===== config.mk =====
export PLATFORM = sky130hd
export DESIGN_NAME = rocketcpu_gpio_bank
export DESIGN_NICKNAME = d
export VERILOG_FILES = /design/src/rtl/rocketcpu_gpio_pkg.sv /design/src/rtl/rocketcpu_gpio_sync.sv /design/src/rtl/rocketcpu_gpio_bank.sv
export SDC_FILE = /design/constraint.sdc
export NUM_CORES = 1
export LEC_CHECK = 0
export BUFFER_PORTS_ARGS = -buffer_cell sky130_fd_sc_hd__buf_2
export CELL_PAD_IN_SITES_DETAIL_PLACEMENT = 1
export CELL_PAD_IN_SITES_GLOBAL_PLACEMENT = 1
export CORE_MARGIN = 2
export CORE_UTILIZATION = 35
export CTS_CLUSTER_SIZE = 28
export DETAILED_ROUTE_END_ITERATION = 6
export GPL_ROUTABILITY_DRIVEN = 0
export GPL_TIMING_DRIVEN = 0
export PLACE_DENSITY = 0.82
export SYNTH_ARGS = -nofsm -noshare
export SYNTH_HDL_FRONTEND = slang
export SYNTH_SLANG_ARGS = --single-unit

===== constraint.sdc =====
create_clock -name i_wb_clk -period 5.2 [get_ports i_wb_clk]
set_input_delay 0 -clock i_wb_clk [delete_from_list [all_inputs] [get_ports i_wb_clk]]
set_output_delay 0 -clock i_wb_clk [all_outputs]
set_load 0.02 [all_outputs]

===== src/rtl/rocketcpu_gpio_pkg.sv =====
// rtl/rocketcpu_gpio_pkg.sv - GPIO bank register word addresses
package rocketcpu_gpio_pkg;

  localparam int GPIO_ADR_W = 3;

  localparam logic [GPIO_ADR_W-1:0] GPIO_ADR_OUT  = 3'd0;
  localparam logic [GPIO_ADR_W-1:0] GPIO_ADR_DIR  = 3'd1;
  localparam logic [GPIO_ADR_W-1:0] GPIO_ADR_IN   = 3'd2;
  localparam logic [GPIO_ADR_W-1:0] GPIO_ADR_PEND = 3'd3;
  localparam logic [GPIO_ADR_W-1:0] GPIO_ADR_MASK = 3'd4;

endpackage


===== src/rtl/rocketcpu_gpio_sync.sv =====
// rtl/rocketcpu_gpio_sync.sv - per-pin inversion, two-flop synchroniser, rising-edge detect
// Edge flop only exists with ROCKETCPU_GPIO_IRQ_EN; otherwise rise is tied 0.
module rocketcpu_gpio_sync #(
  parameter int               WIDTH     = 8,
  parameter logic [WIDTH-1:0] IN_INVERT = '0
) (
  input  logic             i_wb_clk,
  input  logic             i_wb_rst,
  input  logic [WIDTH-1:0] i_gpio,
  output logic [WIDTH-1:0] sync,
  output logic [WIDTH-1:0] rise
);

  logic [WIDTH-1:0] meta_q;
  logic [WIDTH-1:0] sync_q;

  always_ff @(posedge i_wb_clk or posedge i_wb_rst) begin
    if (i_wb_rst) begin
      meta_q <= '0;
      sync_q <= '0;
    end else begin
      meta_q <= i_gpio ^ IN_INVERT;
      sync_q <= meta_q;
    end
  end

  assign sync = sync_q;

`ifdef ROCKETCPU_GPIO_IRQ_EN
  logic [WIDTH-1:0] prev_q;

  always_ff @(posedge i_wb_clk or posedge i_wb_rst) begin
    if (i_wb_rst) prev_q <= '0;
    else          prev_q <= sync_q;
  end

  assign rise = sync_q & ~prev_q;
`else
  assign rise = '0;
`endif

endmodule


===== src/rtl/rocketcpu_gpio_bank.sv =====
// rtl/rocketcpu_gpio_bank.sv - Wishbone GPIO bank: OUT/DIR/IN registers, optional edge interrupt
// Interrupt logic (PEND, MASK, o_irq) is built only with ROCKETCPU_GPIO_IRQ_EN.
module rocketcpu_gpio_bank
  import rocketcpu_gpio_pkg::*;
#(
  parameter int               WIDTH     = 8,
  parameter logic [WIDTH-1:0] OUT_RESET = '0,
  parameter logic [WIDTH-1:0] IN_INVERT = '0
) (
  input  logic                  i_wb_clk,
  input  logic                  i_wb_rst,
  input  logic [GPIO_ADR_W-1:0] i_wb_adr,
  input  logic [31:0]           i_wb_dat,
  input  logic                  i_wb_we,
  input  logic                  i_wb_cyc,
  output logic [31:0]           o_wb_rdt,
  output logic                  o_wb_ack,
  output logic [WIDTH-1:0]      o_gpio,
  output logic [WIDTH-1:0]      o_gpio_oe,
  input  logic [WIDTH-1:0]      i_gpio,
  output logic                  o_irq
);

  logic [WIDTH-1:0] out_q;
  logic [WIDTH-1:0] dir_q;
  logic [WIDTH-1:0] sync;
  logic [WIDTH-1:0] rise;
  logic [WIDTH-1:0] wr_data;
  logic [31:0]      rd_word;
  logic             access;
  logic             wr;
  logic             unused_dat;

  rocketcpu_gpio_sync #(
    .WIDTH     (WIDTH),
    .IN_INVERT (IN_INVERT)
  ) u_sync (
    .i_wb_clk (i_wb_clk),
    .i_wb_rst (i_wb_rst),
    .i_gpio   (i_gpio),
    .sync     (sync),
    .rise     (rise)
  );

  // Every cycle/ack pair is one transfer; a held cyc yields one transfer per two cycles.
  assign access     = i_wb_cyc & ~o_wb_ack;
  assign wr         = access & i_wb_we;
  assign wr_data    = i_wb_dat[WIDTH-1:0];
  assign unused_dat = ^i_wb_dat;

`ifdef ROCKETCPU_GPIO_IRQ_EN
  logic [WIDTH-1:0] pend_q;
  logic [WIDTH-1:0] mask_q;
  logic [WIDTH-1:0] pend_clr;

  assign pend_clr = (wr && i_wb_adr == GPIO_ADR_PEND) ? wr_data : '0;

  // A new edge in the same cycle as a clear keeps the bit set.
  always_ff @(posedge i_wb_clk or posedge i_wb_rst) begin
    if (i_wb_rst) begin
      pend_q <= '0;
      mask_q <= '0;
      o_irq  <= 1'b0;
    end else begin
      pend_q <= (pend_q & ~pend_clr) | rise;
      if (wr && i_wb_adr == GPIO_ADR_MASK) mask_q <= wr_data;
      o_irq  <= |(pend_q & mask_q);
    end
  end
`else
  logic unused_rise;
  assign unused_rise = ^rise;
  assign o_irq       = 1'b0;
`endif

  always_comb begin
    rd_word = '0;
    case (i_wb_adr)
      GPIO_ADR_OUT:  rd_word[WIDTH-1:0] = out_q;
      GPIO_ADR_DIR:  rd_word[WIDTH-1:0] = dir_q;
      GPIO_ADR_IN:   rd_word[WIDTH-1:0] = sync;
`ifdef ROCKETCPU_GPIO_IRQ_EN
      GPIO_ADR_PEND: rd_word[WIDTH-1:0] = pend_q;
      GPIO_ADR_MASK: rd_word[WIDTH-1:0] = mask_q;
`endif
      default: ;
    endcase
  end

  always_ff @(posedge i_wb_clk or posedge i_wb_rst) begin
    if (i_wb_rst) begin
      out_q    <= OUT_RESET;
      dir_q    <= '0;
      o_wb_ack <= 1'b0;
      o_wb_rdt <= '0;
    end else begin
      o_wb_ack <= access;
      o_wb_rdt <= (access && !i_wb_we) ? rd_word : '0;
      if (wr) begin
        case (i_wb_adr)
          GPIO_ADR_OUT: out_q <= wr_data;
          GPIO_ADR_DIR: dir_q <= wr_data;
          default: ;
        endcase
      end
    end
  end

  assign o_gpio    = out_q;
  assign o_gpio_oe = dir_q;

endmodule


Word-level counts from Yosys, hierarchy flattened
Cells that the tools add are included.
{"block": "totals", "regBits": 41, "input_bits": 47, "out_inout_bits": 50, "word_cells": 18}
{"block": "op_classes", "eq_ne": 2, "muxes": 2, "bitwise": 3, "reduce_logical": 5}
{"op": "$pmux W8 S3", "n": 1}
{"op": "$mux W8", "n": 1}
{"op": "$reduce_and A2 Y1", "n": 2}
{"op": "$eq A3 B1 Y1 const B", "n": 1}
{"op": "$eq A3 B2 Y1 const B", "n": 1}
{"op": "$logic_not A3 Y1", "n": 1}
{"op": "$and A1 B1 Y1", "n": 2}
{"op": "$logic_and A1 B1 Y1", "n": 1}
{"op": "$logic_not A1 Y1", "n": 1}
{"op": "$not A1 Y1", "n": 1}

Longest topological paths before layout
Gate-level depths: netlist (run 1).
{"block": "logic_depth", "ltp_word": 4, "ltp_mapped": 4, "ltp_nobuf": 3}

By module
From an unflattened synthesis (run 1), not the netlist that was laid out.
{"block": "hier_totals", "cells_unflattened": 130, "area_unflattened_um2": 1751.7}
{"mod": "rocketcpu_gpio_bank", "instances": 1, "cells_per_inst": 104, "area_per_inst_um2": 1283.7, "seq_area_each_um2": 625.6}
{"mod": "rocketcpu_gpio_sync", "instances": 1, "cells_per_inst": 26, "area_per_inst_um2": 467.9, "seq_area_each_um2": 400.4}

Worst setup path before layout (run 1)
Ideal clock, no wire load.
{"block": "synth_timing", "path_type": "flip-flop to flip-flop", "startpoint": "reg o_wb_ack", "endpoint": "reg out_q[0] (netlist: o_gpio[0])", "setup_time_ps": 125, "arrival_ps": 1819, "t_required_ps": 5075, "setup_slack_ps": 3256, "path_stages_with_launch": 5, "path_buffers": 1, "synth_period_minus_slack_ps": 1944, "path_cell_list": "dfrtp_1 > or3b_1 > or4b_4 > buf_6 > mux2_4"}
{"block": "synth_between", "elab_chain_len": 4}
{"element": "from (decl)", "line_no": "rocketcpu_gpio_bank.sv:17", "source": "output logic o_wb_ack,"}
{"element": "from (signal assigned)", "line_no": "rocketcpu_gpio_bank.sv:97", "source": "o_wb_ack <= access;"}
{"element": "$not A1 Y1", "line_no": "rocketcpu_gpio_bank.sv:46", "source": "assign access = i_wb_cyc & ~o_wb_ack;"}
{"element": "$and A1 B1 Y1", "line_no": "rocketcpu_gpio_bank.sv:46"}
{"element": "$and A1 B1 Y1", "line_no": "rocketcpu_gpio_bank.sv:47", "source": "assign wr = access & i_wb_we;"}
{"element": "$reduce_and A2 Y1 (no line)"}
{"element": "to (signal assigned)", "line_no": "rocketcpu_gpio_bank.sv:101", "source": "GPIO_ADR_OUT: out_q <= wr_data;"}
{"element": "to (decl)", "line_no": "rocketcpu_gpio_bank.sv:24", "source": "logic [WIDTH-1:0] out_q;"}
No other way between the ends.
A chain may end at the register's enable or synchronous reset.

Worst setup path in the final report (run 1)
{"block": "layout_timing", "startpoint": "reg o_wb_ack", "endpoint": "reg dir_q[0] (netlist: o_gpio_oe[0])"}
{"block": "layout_between", "elab_chain_len": 4}
{"element": "$not A1 Y1", "line_no": "rocketcpu_gpio_bank.sv:46"}
{"element": "$and A1 B1 Y1", "line_no": "rocketcpu_gpio_bank.sv:46"}
{"element": "$and A1 B1 Y1", "line_no": "rocketcpu_gpio_bank.sv:47"}
{"element": "$reduce_and A2 Y1 (no line)"}
{"element": "to (signal assigned)", "line_no": "rocketcpu_gpio_bank.sv:102", "source": "GPIO_ADR_DIR: dir_q <= wr_data;"}
{"element": "to (decl)", "line_no": "rocketcpu_gpio_bank.sv:25", "source": "logic [WIDTH-1:0] dir_q;"}
No other way between the ends.

==> impl_results.md, run 1 <==
- Post-synthesis sequential area ratio: 59.9%
- Reg clk slew, reported paths: 0.08 ns
- Ordered list of cells on the worst path: or3b_1 > nor3_2 > mux2_2
- Largest net degree at the start of global routing: 42
- Clock Path Buffers: 2
- Fin crit period: 1.96 ns
- Worst VDD drop: 130 µV
- Post-route cell area: 2420 µm²
- Cell family with most CP delay: simple AND/OR/NAND/NOR gates
- Crit. End Element: flop
- Req. time, crit path: 5.39 ns
- FF/Latch Area: 1030 µm²
- Final period util: 37.6%
- Crit-path max cell delay: 0.63 ns
- Stages on worst setup path: 3
- Initial antenna violation count: 0
- Post-Syn Area: 1710 µm²
- Postcts setup bufs: 0
- Clock insertion delay at the later pin of the skew report: 0.30 ns
- Layout cell share with drive strength beyond 1: 49.1%
- Max Cap Viol: 0
- Synth Instances: 127
- Hold Path Class: primary input to flop
- Initial drt markers: 42
- Buffers and inverters on the worst path: 0
- Core Footprint: 4720 µm²
- Crit-path slowest cell: nor3_2
- Detailed Routing Iterations Pass 1: 3
- Synth warnings: 0
- Height of the chip: 74.0 µm
- Reg2reg end: o_gpio_oe[0]$_DFFE_PP0P_
- Top cells by area, synth: dfrtp_1 (60%), buf_4 (11%), mux2_4 (7.0%), mux2_2 (5.3%), mux2i_1 (4.7%)
- Multi-input gate area: 563 µm²
- Crit path max fanout: 8
- Total GRT Usage: 13.6%
- Final WL: 3520 µm
- FF-to-FF Start: o_wb_ack$_DFF_PP0_
- Fillers: 538
- Root Driver: clkbuf_8
- Clock Skew: 0.00468 ns
- ANT cells: 0
- Final net count: 270
- Number of hold violations in the final report: 0
- Post-synth top area cell: dfrtp_1
- R2r worst-path depth: 3
- Tot Pwr: 836 µW
- Width of the die: 74.0 µm
- Relative slew slack: 43.3%
- CP startpoint: o_wb_ack$_DFF_PP0_
- Crit start category: flop
- First-pass GRT wire length: 5530 µm
- Final setup viols: 0
- Yosys cell types: 19
- CTS tree: done
- Hold buffer count at CTS: 18
- Vias: 1163
- Setup crit end: o_gpio_oe[0]$_DFFE_PP0P_
- CTS sink count: 41
- Highest clock rate: 511 MHz
- DP HPWL: 2520 µm
- Fin util: 51.2%
- Yosys top cell area share: 59.9%
- Critical path data arrival time: 2.15 ns
- PwrDens: 345 nW/µm²
- DR vias/cell: 4.00
- CTS H-tree depth: 2
- R2r setup slk: 3.24 ns
- WL per Instance: 12.1 µm
- DRC viols: 0
- Synthesis-to-layout area growth: 41.1%
- Post-route ant nets: 0
- Actual slew at the worst max-slew pin: 0.849 ns
- Synth Register Bits: 41
- Slew Limit Fails: 0
- DP Area: 2120 µm²
- Die ar.: 5470 µm²
- Grt ovf: 0
- Critical path class: flop to flop
- PostCTS Resize Cnt: 0
- Status: complete, no violations
- Vias in the first global route: 1179
- Site Rows: 25
- CTS Buf Count: 5
- Lkg Pwr: 0.00129 µW
- Initial core utilization: 36.3%
- Port Buffer Count: 47
- RSZ-0062 raised after global routing: no
- Avg Cell Area, Syn: 13.5 µm²
- # IOs: 97
- TNS Setup: 0 ns
## per-layer routing
metal  share of wire, %  track usage, %  vias to the layer above  routed length (µm)
li1                   -               -                      560                   -
met1                 43            16.1                      550                1500
met2                 49            23.6                       45                1740
met3                6.2            3.66                        8                 218
met4                1.6            5.45                        0                  57
met5                  0               0                        -                   0
## area by class of cell
class                      instances  area share, %
buffer                            29           8.74
clock buffer                       5           2.85
clock inverter                     3           1.91
inverter                           1          0.155
multi-input combinational         80           23.3
sequential                        41           42.4
tap                               67           3.47
timing repair buffer              65           17.2
## power by group
part | leakage [µW] | switching [µW] | total [µW] | internal (µW)
registers | 0.000511 | 24.6 | 380 | 355
clock network | 0.0000543 | 117 | 261 | 144
logic | 0.000721 | 103 | 195 | 92.1
total | 0.00129 | 244 | 836 | 591
## cells in the mapped netlist (all sizes together)
cell,count
mux2,16
dfrtp,41
nor2b,2
nor3,1
or2,8
a211o,1
nand2,9
a21oi,8
or4b,1
buf,28
or3b,1
clkbuf,1
conb,1
inv,1
mux2i,8
## layout by cell type (no fill, tap or decap), types with 2 or more instances in the layout
master         count
dlygate4sd3_1     18
conb_1            25
a21oi_1            8
or2_2              8
mux2_4             8
buf_4             25
mux2_2             8
nor2b_1            2
clkbuf_8           5
mux2i_1            8
buf_2             48
dfrtp_1           41
nand2_1            9
## how the worst min path moves through the flow
stage | from | endpoint | slack (ns) | cells after the start
2_1_floorplan | i_gpio[0] | u_sync.meta_q[0]$_DFF_PP0_ | 0.03 | 0
3_3_place_gp | i_gpio[7] | u_sync.meta_q[7]$_DFF_PP0_ | 0.11 | 1
3_5_place_dp | i_gpio[0] | u_sync.meta_q[0]$_DFF_PP0_ | 0.11 | 1
4_1_cts | i_wb_we | o_wb_rdt[2]$_DFF_PP0_ | 0.08 | 3
5_1_grt | i_wb_we | o_wb_rdt[3]$_DFF_PP0_ | 0.10 | 3
6_report | i_wb_we | o_wb_rdt[2]$_DFF_PP0_ | 0.09 | 3
## worst reg2reg max path, cell delays in order, from the launching register on
cell,delay (ns)
dfrtp_1,0.39
or3b_1,0.42
nor3_2,0.63
mux2_2,0.41
## flip-flops by register name, summed over array words and instances (netlist names)
register	flops
o_gpio_oe	8
o_wb_ack	1
u_sync.meta_q	8
o_wb_rdt	8
u_sync.sync	8
o_gpio	8
## cells by family after synthesis
logic type	Yosys count	share of synthesized area (%)
flops	41	59.9
mux	24	16.9
other cells	1	0.219
buf+inv	30	12.6
simple gates	22	7.52
compound gates	9	2.92
## per-stage QoR
stage	setup slack [ns]	hold slack, ns	instances
5_1_grt	3.13	0.101	291
6_report	3.24	0.0855	291
2_1_floorplan	3.26	0.0314	151
3_3_place_gp	3.23	0.109	265
3_5_place_dp	3.22	0.110	265
4_1_cts	3.20	0.0784	291
Note: power is estimated with default switching activity, not from simulation.
==> inputs of run 2 (changes only) <==
Settings changed: CORE_UTILIZATION 35 to 33, PLACE_DENSITY 0.82 to 0.78.
Clock period 5.2 ns to 1.85 ns, I/O delays scaled along.
==> run 2 against run 1 <==
- register-to-register slack got worse by 3.2 ns
- critical path type unchanged
- largest power group unchanged
- final cell count rose by 1.7%
- sequential share of layout area fell by 0.75 points
- largest cell class unchanged
- combinational power grew to 2.9 times the previous value
- global-route usage rose by 0.47 points
==> impl_results.md, run 2 (synthesis results as in run 1) <==
- Reg clk slew, reported paths: 0.07 ns (about the same)
- FF-to-FF Start: o_wb_ack$_DFF_PP0_
- Vias: 1198 (+3.0%)
- DRC viols: 0 (unchanged)
- Commonest non-fill, non-tap cells in the layout: buf_2 (48), dfrtp_1 (40), buf_4 (27), conb_1 (25), dlygate4sd3_1 (18)
- R2r setup slk: 0.001 ns (-3.24 ns)
- Most common cell after layout, fill and taps aside: buf_2
- RSZ-0062 raised after global routing: yes
- Initial antenna violation count: 0 (unchanged)
- CTS H-tree depth: 2 (unchanged)
- Fin crit period: 1.85 ns (-0.109 ns)
- WL per Instance: 13.2 µm (+9.2%)
- Status: complete, no violations
- Dpl ws: -0.0958 ns (-3.31 ns)
- Width of the die: 76.1 µm (+2.8%)
- Final WL: 3910 µm (+11%)
- Crit start category: flop
- Reg2reg end: o_gpio[3]$_DFFE_PP0P_
- Clock Path Buffers: 2 (unchanged)
- Height of the chip: 76.1 µm (+2.8%)
- Crit. End Element: flop
- Worst VDD drop: 539 µV (+320%)
- Number of hold violations in the final report: 0 (unchanged)
- Port Buffer Count: 47 (unchanged)
- Largest net degree at the start of global routing: 42 (unchanged)
- Layout cell share with drive strength beyond 1: 50.4% (+1.3 points)
- Crit path max fanout: 8 (unchanged)
- Root Driver: clkbuf_8
- Total GRT Usage: 14.1% (+0.47 points)
- Actual slew at the worst max-slew pin: 0.863 ns (+0.0133 ns)
- TNS Setup: 0 ns (unchanged)
- DR vias/cell: 4.05 (+1.3%)
- Critical path class: flop to flop
- Setup crit end: o_gpio[3]$_DFFE_PP0P_
- Setup slack after layout: 0.00123 ns (-3.24 ns)
- Site Rows: 26 (+4.0%)
- Final net count: 273 (+1.1%)
- Final period util: 99.9% (+62 points)
- Req. time, crit path: 2.02 ns (-3.37 ns)
- Hold Path Class: primary input to flop
- Die ar.: 5790 µm² (+5.7%)
- Lkg Pwr: 0.00131 µW (+2.1%)
- Synthesis-to-layout area growth: 43.8%
- Vias in the first global route: 1305 (+11%)
- Slew Limit Fails: 0 (unchanged)
- PwrDens: 940 nW/µm² (+170%)
- CP startpoint: o_wb_ack$_DFF_PP0_
- Relative slew slack: 42.4% (-0.89 points)
- ANT cells: 0 (unchanged)
- Clock Skew: 0.00304 ns (-0.00164 ns)
- Initial drt markers: 36 (-14%)
- # IOs: 97 (unchanged)
- Detailed Routing Iterations Pass 1: 2 (-1)
- First-pass GRT wire length: 6320 µm (+14%)
- Post-route ant nets: 0 (unchanged)
- CTS tree: done
- Clock insertion delay at the later pin of the skew report: 0.29 ns (about the same)
- Highest clock rate: 541 MHz (+5.9%)
- R2r worst-path depth: 4 (+1)
- CTS sink count: 41 (unchanged)
- Final setup viols: 0 (unchanged)
- Max Cap Viol: 0 (unchanged)
- Initial core utilization: 33.8% (-2.5 points)
- Grt ovf: 0 (unchanged)
- Core Footprint: 5070 µm² (+7.4%)
- CTS Buf Count: 5 (unchanged)
- Critical path data arrival time: 2.02 ns (-0.13 ns)
==> run 2: worst min-delay path by stage <==
stage	startpoint	endpoint	slack, ns	cells after the start
floorplan	i_gpio[0]	u_sync.meta_q[0]$_DFF_PP0_	0.03	0
global placement	i_gpio[4]	u_sync.meta_q[4]$_DFF_PP0_	0.11	1
detailed placement	i_gpio[1]	u_sync.meta_q[1]$_DFF_PP0_	0.11	1
CTS	i_wb_we	o_wb_rdt[3]$_DFF_PP0_	0.09	3
global route	i_wb_we	o_wb_rdt[0]$_DFF_PP0_	0.11	3
finish	i_wb_we	o_wb_rdt[0]$_DFF_PP0_	0.12	3
==> run 2: where the power goes <==
part | internal (µW) | switching, µW
logic | 265 | 295
clock network | 392 | 293
registers | 1000 | 73.8
==> run 2: final cells by class <==
cell class              count  area, µm²
plain buffers              29        220
clock buffers               5       68.8
clock inverters             2       35.0
fillers                   574       2610
inverters                   1       3.75
multi-input cells          80        572
flip-flops and latches     41       1030
well taps                  70       87.6
repair buffers             68        450
==> run 2: worst max-delay path: stages, from the launching register on <==
cell,delay [ns]
dfrtp_2,0.40
or3b_4,0.37
or4b_4,0.50
buf_12,0.17
mux2_4,0.29
==> run 2: metrics by stage <==
stage                     power [µW]  cells  hold slack, ns  util [%]  cell area, µm²
final                           2320    296           0.116      48.6            2460
after global routing            2440    296           0.113      48.6            2460
after CTS                       2340    295          0.0892      48.2            2440
after detailed placement        1620    268           0.110      42.1            2130
after global placement          1600    268           0.108      42.1            2130
after floorplan                 1440    151          0.0314         -            1810
==> run 2: routing by layer <==
layer | vias up | track usage [%] | share of wire [%]
met4 | 0 | 4.91 | 0.90
li1 | 568 | - | -
met5 | - | 0 | 0
met1 | 579 | 14.7 | 38
met3 | 6 | 4.74 | 6.3
met2 | 45 | 26.3 | 55
==> run 2: timing repair <==
action,4_1_cts,5_1_grt
buffers inserted,2,1
pin swaps,2,1
cloned,0,0
setup endpoints to repair,16,16
endpoints found under the hold margin,66,0
resized for setup,2,0
hold buffers,18,0
==> inputs of run 3 (changes only) <==
Settings changed: ABC_AREA set to 1, CORE_UTILIZATION 33 to 32, PLACE_DENSITY 0.78 to 0.77.
==> run 3 against run 2 <==
- global-route usage rose by 0.90 points
- highest routed layer unchanged
- largest cell class unchanged
- critical path type unchanged
- combinational power fell by 11%
- first-iteration DRC count rose by 44%
- largest power group unchanged
==> impl_results.md, run 3 <==
- Commonest cells post-synth: dfrtp_1 (41), nand2_1 (41), buf_4 (26), nand3_1 (24), o21ai_0 (15)
- Synth Register Bits: 41 (unchanged)
- Most common cell after layout, fill and taps aside: buf_2
- RSZ-0062 raised after global routing: no
- DP HPWL: 3180 µm
- Worst VDD drop: 323 µV (-40%)
- Number of flops mapped to enable cells by yosys: 0 (unchanged)
- Lkg Pwr: 0.00141 µW (+7.5%)
- Vias: 1502 (+25%)
- CP startpoint: o_wb_ack$_DFF_PP0_
- Req. time, crit path: 2.02 ns (about the same)
- Vias in the first global route: 1487 (+14%)
- Layout cell share with drive strength beyond 1: 32.2% (-18 points)
- Clock insertion delay at the later pin of the skew report: 0.29 ns (about the same)
- # IOs: 97 (unchanged)
- Initial drt markers: 52 (+44%)
- Actual slew at the worst max-slew pin: 0.833 ns (-0.0299 ns)
- CTS Buf Count: 5 (unchanged)
- Synth Instances: 181 (+43%)
- R2r setup slk: 0.41 ns (+0.41 ns)
- Height of the chip: 79.0 µm (+3.8%)
- Final WL: 4470 µm (+14%)
- ANT cells: 0 (unchanged)
- DRC viols: 0 (unchanged)
- Highest clock rate: 696 MHz (+29%)
- DR vias/cell: 4.32 (+6.6%)
- Core Footprint: 5470 µm² (+7.8%)
- Synth warnings: 0 (unchanged)
- Initial antenna violation count: 0 (unchanged)
- Post-synthesis sequential area ratio: 57.1% (-2.8 points)
- Critical path data arrival time: 1.61 ns (-0.41 ns)
- Avg Cell Area, Syn: 9.93 µm² (-26%)
- Slew Limit Fails: 0 (unchanged)
- Synth Flop Type: dfrtp_1
- DP Area: 2200 µm² (+3.2%)
- Commonest non-fill, non-tap cells in the layout: buf_2 (45), nand2_1 (41), dfrtp_1 (41), buf_4 (26), conb_1 (25)
- Post-Syn Area: 1800 µm² (+4.9%)
- Final net count: 322 (+18%)
- Port Buffer Count: 45 (-4.3%)
- Clock Skew: 0.00581 ns (+0.00278 ns)
- CTS sink count: 41 (unchanged)
- Yosys cell types: 18 (-1)
- Crit start category: flop
- Total GRT Usage: 15.0% (+0.90 points)
- Hold Path Class: primary input to flop
- Setup crit end: o_gpio[4]$_DFFE_PP0P_
- Clock Path Buffers: 2 (unchanged)
- CTS H-tree depth: 2 (unchanged)
- Largest net degree at the start of global routing: 42 (unchanged)
- Die ar.: 6230 µm² (+7.7%)
- Site Rows: 27 (+3.8%)
- CTS tree: done
- FF-to-FF Start: o_wb_ack$_DFF_PP0_
- Crit. End Element: flop
- Post-route non-filler standard cell count: 348 (+18%)
- WL per Instance: 12.8 µm (-2.7%)
- PostCTS Resize Cnt: 0 (-2)
- Fin crit period: 1.44 ns (-0.412 ns)
- Worst hold slack: 0.0797 ns (-0.0362 ns)
- Critical path class: flop to flop
- Number of hold violations in the final report: 0 (unchanged)
- Post-synth top area cell: dfrtp_1
- Reg clk slew, reported paths: 0.07 ns (about the same)
- Synthesis-to-layout area growth: 39.0%
- Dpl ws: 0.454 ns (+0.550 ns)
- First-pass GRT wire length: 7090 µm (+12%)
- Final setup viols: 0 (unchanged)
- Post-route cell area: 2500 µm² (+1.4%)
- Setup slack after layout: 0.414 ns (+0.412 ns)
- PwrDens: 921 nW/µm² (-2.0%)
- TNS Setup: 0 ns (unchanged)
- Post-route ant nets: 0 (unchanged)
- Asr flop ratio synth: 100% (unchanged)
- Reg2reg end: o_gpio[4]$_DFFE_PP0P_
- Crit path max fanout: 10 (+2)
- Yosys top cell area share: 57.1% (-2.8 points)
- R2r worst-path depth: 5 (+1)
- Max Cap Viol: 0 (unchanged)
- Width of the die: 79.0 µm (+3.8%)
- Detailed Routing Iterations Pass 1: 4 (+2)
- Root Driver: clkbuf_8
- Placed cell count: 322 (+20%)
- Status: complete, no violations
- Relative slew slack: 44.4% (+2.0 points)
- Initial core utilization: 32.9% (-0.92 points)
- Grt ovf: 0 (unchanged)
- Top cells by area, synth: dfrtp_1 (57%), buf_4 (11%), nand2_1 (8.6%), nand3_1 (6.7%), o21ai_0 (4.2%)
- Final period util: 77.6% (-22 points)
## run 3: layout make-up
class	instances	area, µm²
fillers	645	2970
flip-flops and latches	41	1030
multi-input cells	121	577
repair buffers	63	405
plain buffers	30	236
well taps	72	90.1
clock buffers	7	86.3
inverters	13	48.8
clock inverters	1	30.0
## run 3: what timing repair did
item / in CTS / in global routing
hold endpoints to repair: 66 / 0
hold buffers: 18 / 0
buffers inserted: 0 / 0
## run 3: kinds of logic (layout without fill, tap and decap cells)
| kind of cell | count (synthesis) | count (layout) | synth area share [%] |
|---|---|---|---|
| other cells | 1 | 25 | 0.209 |
| simple gates | 80 | 80 | 22.4 |
| flops | 41 | 41 | 57.1 |
| buf+inv | 43 | 114 | 15.9 |
| compound gates | 16 | 16 | 4.45 |
## run 3: worst min-delay path by stage
stage / from / endpoint / slack, ns / cells past startpoint
2_1_floorplan: i_gpio[0] / u_sync.meta_q[0]$_DFF_PP0_ / 0.03 / 0
6_report: i_wb_we / o_wb_rdt[6]$_DFF_PP0_ / 0.08 / 4
3_3_place_gp: i_gpio[1] / u_sync.meta_q[1]$_DFF_PP0_ / 0.11 / 1
5_1_grt: i_wb_we / o_wb_rdt[6]$_DFF_PP0_ / 0.09 / 4
3_5_place_dp: i_gpio[6] / u_sync.meta_q[6]$_DFF_PP0_ / 0.11 / 1
4_1_cts: i_wb_we / o_wb_rdt[6]$_DFF_PP0_ / 0.07 / 4
## run 3: through the flow
| step | util, % | power, µW |
|---|---|---|
| 5_1_grt | 45.7 | 2410 |
| 4_1_cts | 45.7 | 2320 |
| 3_3_place_gp | 40.3 | 1530 |
| 6_report | 45.7 | 2300 |
| 2_1_floorplan | - | 1380 |
| 3_5_place_dp | 40.3 | 1550 |
## run 3: critical path, cell delays in order, from the launching register on
cell and delay, ns:
dfrtp_1 0.38, inv_1 0.09, nand3_2 0.23, clkbuf_1 0.30, o21ai_0 0.24, nand2_1 0.08
## run 3: report_power, final
| group | switching [µW] | internal (µW) |
|---|---|---|
| logic | 318 | 181 |
| clock network | 301 | 440 |
| registers | 69.2 | 994 |
## run 3: per-layer routing
metal  vias up  part of all wire [%]  track usage (%)
met5         -                     0                0
met4         0                   3.2             7.59
met3        12                   6.4             3.75
met2        52                    48             25.3
met1       708                    42             17.8
li1        730                     -                -
